[src/rtl/layer_sequencer.sv]
// Multi-layer sequencer: runs an input vector through N passes of the shared
// neuron layer, collecting out-of-order per-neuron outputs and feeding them back.

module layer_sequencer_lane #(
  parameter int INPUT_SIZE = 9,
  parameter int ADDR_SIZE  = 10
) (
  input  logic                  clk,
  input  logic                  rst,
  input  logic                  clr,
  input  logic                  cap,
  input  logic                  act,
  input  logic [ADDR_SIZE-1:0]  raw,
  output logic                  coll,
  output logic [INPUT_SIZE-1:0] nxt
);
  localparam int unsigned MAXV = (1 << INPUT_SIZE) - 1;

  logic [INPUT_SIZE-1:0] val, sat;

  assign sat = (32'(raw) > MAXV) ? '1 : raw[INPUT_SIZE-1:0];

  always_ff @(posedge clk or posedge rst) begin
    if (rst) begin
      val  <= '0;
      coll <= 1'b0;
    end else if (clr) begin
      coll <= 1'b0;
    end else if (cap) begin
      val  <= sat;
      coll <= 1'b1;
    end
  end

  // Forward this cycle's capture so completion can load results without a bubble
  assign nxt = !act ? '0 : (cap ? sat : val);
endmodule

module layer_sequencer #(
  parameter int NUM_NEURON = 6,
  parameter int INPUT_SIZE = 9,
  parameter int ADDR_SIZE  = 10,
  parameter int LAYER_MAX  = 4,
  parameter int LAYER_BITS = 3,
  parameter logic [NUM_NEURON*LAYER_MAX-1:0] LAYER_MASK = {(NUM_NEURON*LAYER_MAX){1'b1}}
) (
  input  logic                             clk,
  input  logic                             rst,
  input  logic                             start_valid,
  output logic                             start_ready,
  input  logic [NUM_NEURON*INPUT_SIZE-1:0] start_input,
  input  logic [LAYER_BITS-1:0]            num_layers,
  input  logic                             abort,
  input  logic [NUM_NEURON*ADDR_SIZE-1:0]  layer_output,
  input  logic [NUM_NEURON-1:0]            layer_output_valid,
  output logic                             layer_start,
  output logic [NUM_NEURON-1:0]            active,
  output logic [NUM_NEURON*INPUT_SIZE-1:0] layer_input,
  output logic [LAYER_BITS-1:0]            layer_num,
  output logic [NUM_NEURON*INPUT_SIZE-1:0] final_output,
  output logic                             final_valid,
  input  logic                             final_ready,
  output logic                             busy
);
  typedef enum logic [1:0] {IDLE, ISSUE, WAIT, DONE} state_t;

  state_t state, nxt_state;
  logic [LAYER_BITS-1:0]            last_idx, clamp;
  logic [NUM_NEURON-1:0]            cap, coll;
  logic [NUM_NEURON*INPUT_SIZE-1:0] outv;
  logic                             done, last, kill;

  function automatic logic [NUM_NEURON-1:0] mask_of(input logic [LAYER_BITS-1:0] k);
    mask_of = '0;
    for (int j = 0; j < LAYER_MAX; j++)
      if (k == LAYER_BITS'(j)) mask_of = LAYER_MASK[j*NUM_NEURON +: NUM_NEURON];
  endfunction

  for (genvar i = 0; i < NUM_NEURON; i++) begin : g_lane
    assign cap[i] = (state == WAIT) & active[i] & layer_output_valid[i];
    layer_sequencer_lane #(.INPUT_SIZE(INPUT_SIZE), .ADDR_SIZE(ADDR_SIZE)) u_lane (
      .clk  (clk),
      .rst  (rst),
      .clr  (state == ISSUE),
      .cap  (cap[i]),
      .act  (active[i]),
      .raw  (layer_output[i*ADDR_SIZE +: ADDR_SIZE]),
      .coll (coll[i]),
      .nxt  (outv[i*INPUT_SIZE +: INPUT_SIZE])
    );
  end

  assign done        = (state == WAIT) && ((coll | cap) == active);
  assign last        = (layer_num == last_idx);
  assign kill        = abort && (state != IDLE);
  assign start_ready = (state == IDLE);
  assign busy        = (state != IDLE);
  assign layer_start = (state == ISSUE);

  always_comb begin
    clamp = num_layers;
    if (num_layers == '0)                           clamp = LAYER_BITS'(1);
    else if (num_layers > LAYER_BITS'(LAYER_MAX))   clamp = LAYER_BITS'(LAYER_MAX);
  end

  always_ff @(posedge clk or posedge rst) begin
    if (rst) state <= IDLE;
    else     state <= nxt_state;
  end

  always_comb begin
    nxt_state = state;
    case (state)
      IDLE:    if (start_valid) nxt_state = ISSUE;
      ISSUE:   nxt_state = WAIT;
      WAIT:    if (done) nxt_state = last ? DONE : ISSUE;
      DONE:    if (final_ready) nxt_state = IDLE;
      default: nxt_state = IDLE;
    endcase
    if (kill) nxt_state = IDLE;
  end

  // active is loaded on entry to ISSUE so it already holds the layer mask there
  always_ff @(posedge clk or posedge rst) begin
    if (rst) begin
      active       <= '0;
      layer_input  <= '0;
      layer_num    <= '0;
      last_idx     <= '0;
      final_output <= '0;
      final_valid  <= 1'b0;
    end else if (kill) begin
      active      <= '0;
      layer_num   <= '0;
      final_valid <= 1'b0;
    end else begin
      case (state)
        IDLE: if (start_valid) begin
          layer_input <= start_input;
          layer_num   <= '0;
          last_idx    <= clamp - LAYER_BITS'(1);
          active      <= mask_of('0);
        end
        WAIT: if (done) begin
          if (last) begin
            final_output <= outv;
            final_valid  <= 1'b1;
          end else begin
            layer_input <= outv;
            layer_num   <= layer_num + LAYER_BITS'(1);
            active      <= mask_of(layer_num + LAYER_BITS'(1));
          end
        end
        DONE: if (final_ready) begin
          final_valid <= 1'b0;
          layer_num   <= '0;
          active      <= '0;
        end
        default: ;
      endcase
    end
  end
endmodule

[config.mk]
export PLATFORM = sky130hd
export DESIGN_NAME = layer_sequencer
export DESIGN_NICKNAME = d
export VERILOG_FILES = /design/src/rtl/layer_sequencer.sv
export SDC_FILE = /design/constraint.sdc
export NUM_CORES = 1
export LEC_CHECK = 0
export ABC_CLOCK_PERIOD_IN_PS = 13280
export BUFFER_PORTS_ARGS = -buffer_cell sky130_fd_sc_hd__buf_2
export CAP_MARGIN = 20
export CORE_ASPECT_RATIO = 0.6
export CORE_MARGIN = 8
export CORE_UTILIZATION = 53
export CTS_BUF_LIST = sky130_fd_sc_hd__clkbuf_16
export CTS_CLUSTER_DIAMETER = 50
export DETAILED_ROUTE_END_ITERATION = 8
export HOLD_SLACK_MARGIN = 0.08
export PLACE_DENSITY = 0.82
export SLEW_MARGIN = 30
export SYNTH_ARGS = -nofsm -noshare
export SYNTH_HDL_FRONTEND = slang
export SYNTH_SLANG_ARGS = --single-unit
[constraint.sdc]
create_clock -name clk -period 13.28 [get_ports clk]
set_input_delay 1.992 -clock clk [delete_from_list [all_inputs] [get_ports clk]]
set_output_delay 1.992 -clock clk [all_outputs]
set_load 0.05 [all_outputs]
==> Implementation_results.wiki <==
{| class="wikitable"
! Metric !! Value
|-
| Combined buffer and inverter count along the critical path || 1
|-
| Outcome || completed
|-
| Antenna Nets Post-Route || 0
|-
| Sequential fraction of design power || 0.340
|-
| Switching power of the nets || 1.15 mW
|-
| Setup clock skew after layout || 18.7 ps
|-
| Slowest-stage cell, CP || nand3_4
|-
| Internal power || 1.39 mW
|-
| Area of the die || 20700 sq um
|-
| Clock tree from TritonCTS || yes
|-
| Net switching fraction of the power || 0.451
|-
| Clock input transition at the sequential cells of the worst setup and hold paths || 70 ps
|-
| Setup Crit Path Kind || in -> reg
|-
| Bufs on Longest Clock Path || 2
|-
| Min Clock Period, post-route || 4910 ps
|-
| Count of mapped cells out of synthesis || 857
|-
| Max IR drop VDD || 0.000148 V
|-
| Top cell types by occurrence after synthesis || 178 x dfrtp_1, 174 x o21ai_0, 150 x nand2_1
|-
| Most common cell in the netlist || dfrtp_1
|-
| Total count of hold-check failures in the final report || 0
|-
| Resized cells post-CTS || 0
|-
| WHS Endpoint || final_valid
|-
| Final setup violating endpoints || 0
|-
| Chain of cells forming the critical path || buf_2 -> nand4b_1 -> a22o_1 -> o41ai_4 -> nand3_4 -> mux2_1
|-
| # nets final || 1197
|-
| Number of levels the H-tree was split into || 4
|-
| Via count || 7014
|-
| Worst slew margin relative to its limit || 0.351
|-
| Row Count || 36
|-
| Final sum of negative setup slack || 0 ps
|-
| Sequential-to-total area share from yosys stat || 0.517
|-
| Top_reg_cell synth || dfrtp_1
|-
| Placed Instances || 1252
|-
| Number of antenna violations at the first check in global routing || 0
|-
| Yosys warns || 0
|-
| # clock sinks || 178
|-
| Net count after synthesis || 991
|-
| Non-Filler Instances || 1284
|-
| Worst-margin pin slew || 966 ps
|-
| Total Power Consumption || 2.54 mW
|-
| Number of buffers created by CTS || 17
|-
| Post-synthesis to final-layout area growth || 21.3%
|-
| Height of the chip || 115 um
|-
| Final wirelength || 23900 um
|-
| Port Buffer Count || 248
|-
| Initial DRC Count || 620
|-
| Setup crit end kind || register
|-
| Worst hold start || final_valid
|-
| Relative contribution of combinational cells to total power || 0.464
|-
| Pins over their slew limit || 0
|-
| Leakage component of the power || 5.56 nW
|-
| Startpoint of the most critical register-to-register path || active[4]
|-
| Most area-consuming cells after synthesis || dfrtp_1 52%, o21ai_0 10%, mux2_4 8.7%
|-
| Remaining Overflow, GRT || 0
|-
| Pin count of the biggest net entering global routing || 109
|-
| Overall Global Routing Usage || 0.235
|-
| Number of global-route vias before repair || 7324
|-
| Startpoint type of the worst setup path || primary input
|-
| DR pass1 iterations || 7
|-
| Count of inserted antenna diode cells || 0
|-
| WP data arrival || 5210 ps
|-
| Root buffer cell || clkbuf_16
|-
| Buffer count from post-CTS setup fixing || 0
|-
| Required time of the worst setup path || 13570 ps
|-
| CP Depth || 6
|-
| Unique cell type count in the Yosys netlist || 41
|-
| Power per unit of standard cell area || 243 nW/um^2
|-
| Number of hold-repair buffers added at the cts stage || 0
|-
| Mean Syn Cell Area || 10.1 sq um
|-
| Number of top-level pins || 249
|-
| Initial core utilization || 0.536
|-
| Largest stage delay on the critical path || 720 ps
|-
| Post-Place Setup Slack || 7960 ps
|-
| Final routed DRC violation total || 0
|-
| Cell type group with the largest total delay on the critical path || simple AND/OR/NAND/NOR gates
|-
| Skew-Pair Late Insertion Delay || 420 ps
|-
| R2R Path End || final_output[4]
|-
| Reg2reg setup slack || 8920 ps
|-
| Setup repair after global routing missed its margin || no
|-
| Largest area contributor in the netlist || dfrtp_1
|-
| Die Wd || 181 um
|-
| Period utilisation layout || 0.370
|-
| Maximum capacitance violations || 0
|-
| Core region area || 16100 sq um
|-
| Maximum clock frequency || 203 MHz
|-
| Path type of the worst min-delay path || reg -> reg
|-
| Fraction of final layout cells sized beyond drive strength 1 || 0.348
|-
| Detailed-route vias per instance || 5.46
|-
| Count of flip-flops with a built-in enable after synthesis || 0
|-
| Area share of the largest cell type after synthesis || 0.517
|-
| Async set-reset flop share out of synthesis || 1.00
|-
| Clock network power share || 0.197
|-
| Netlist area before placement || 8620 sq um
|-
| Worst r2r path cells || 6
|-
| HPWL reported at the end of detailed placement || 17300 um
|-
| Crit path max fanout || 55
|-
| Smallest setup slack after layout || 8370 ps
|-
| Weighted congestion at the end of routability-driven global placement || 0.860
|-
| Wirelength per Cell || 18.6 um
|-
| Number of storage elements in the synthesis netlist || 178
|-
| First-pass GRT wire length || 39300 um
|-
| Layout fillers || 1323
|-
| Cell count of the worst hold path || 2
|}
==> stage by stage <==
step / hold WS [ps] / area, sq um / util
2_1_floorplan: 477 / 8620 / -
3_3_place_gp: 446 / 9850 / 0.613
3_5_place_dp: 470 / 9860 / 0.613
4_1_cts: 484 / 10400 / 0.649
5_1_grt: 502 / 10500 / 0.650
6_report: 480 / 10500 / 0.650
==> tightest hold or removal path: stages, from the launching register on <==
cell,delay (ps)
dfrtp_1,340
nand2_1,50
nand2_1,50
==> sequential cells by signal (all words and copies together) (netlist names), 2 cells and up <==
signal and count:
g_lane.u_lane.val 54, last_idx 3, g_lane.u_lane.coll 6, state 2, layer_input 54, layer_num 3
final_output 54
==> layout by cell type, fill, tap and decap left out, types with 3 or more instances in the layout <==
master,n
nor2b_1,4
buf_4,6
and2_1,20
mux2_2,29
o21ai_1,12
nor2_1,62
buf_2,248
clkbuf_16,17
mux2_1,13
xor2_1,3
nand4b_1,4
inv_1,28
ha_1,6
o21ai_0,174
dfrtp_1,177
mux2_4,50
inv_8,3
nor3_1,5
nand2_1,149
a21oi_1,7
clkinvlp_4,4
a22o_1,3
mux2i_1,18
==> metal layers <==
metal,routed length [um],GRT usage
met4,161,0.0526
met5,0,0
met2,10800,0.369
met3,2130,0.0776
met1,10800,0.314
==> cells by family (layout without fill, tap and decap cells) <==
logic type | count (synthesis) | after routing | synth area share
and+or+nand+nor | 257 | 257 | 0.130
AOI/OAI and AO/OA | 206 | 206 | 0.127
DFF | 178 | 178 | 0.517
muxes | 110 | 110 | 0.163
buffers and inverters | 96 | 314 | 0.0505
adders and majority gates | 6 | 6 | 0.00871
xor gates and xnor gates | 4 | 4 | 0.00407
==> worst max path at each step <==
stage	startpoint	to
finish	layer_output_valid[3]	final_output[4]
global route	layer_output_valid[3]	final_output[9]
CTS	layer_output_valid[3]	final_output[6]
detailed placement	layer_output_valid[3]	final_output[4]
global placement	layer_output_valid[3]	final_output[0]
floorplan	rst	active[4]
==> area by class of cell <==
class                      count  area (sq um)  area share
multi-input combinational    583          3740       0.358
inverter                      28           113      0.0108
tap                          209           262      0.0250
timing repair buffer         255          1310       0.125
clock buffer                  17           425      0.0407
clock inverter                14           155      0.0148
sequential                   178          4460       0.426
==> power groups by stage <==
stage	Clock (mW)	Sequential (mW)	Combinational, mW
2_1_floorplan	0	1.17	0.594
3_3_place_gp	0	0.860	1.16
3_5_place_dp	0	0.866	1.18
4_1_cts	0.508	0.860	1.19
5_1_grt	0.532	0.885	1.26
6_report	0.499	0.862	1.18
Note: power is estimated with default switching activity, not from simulation.
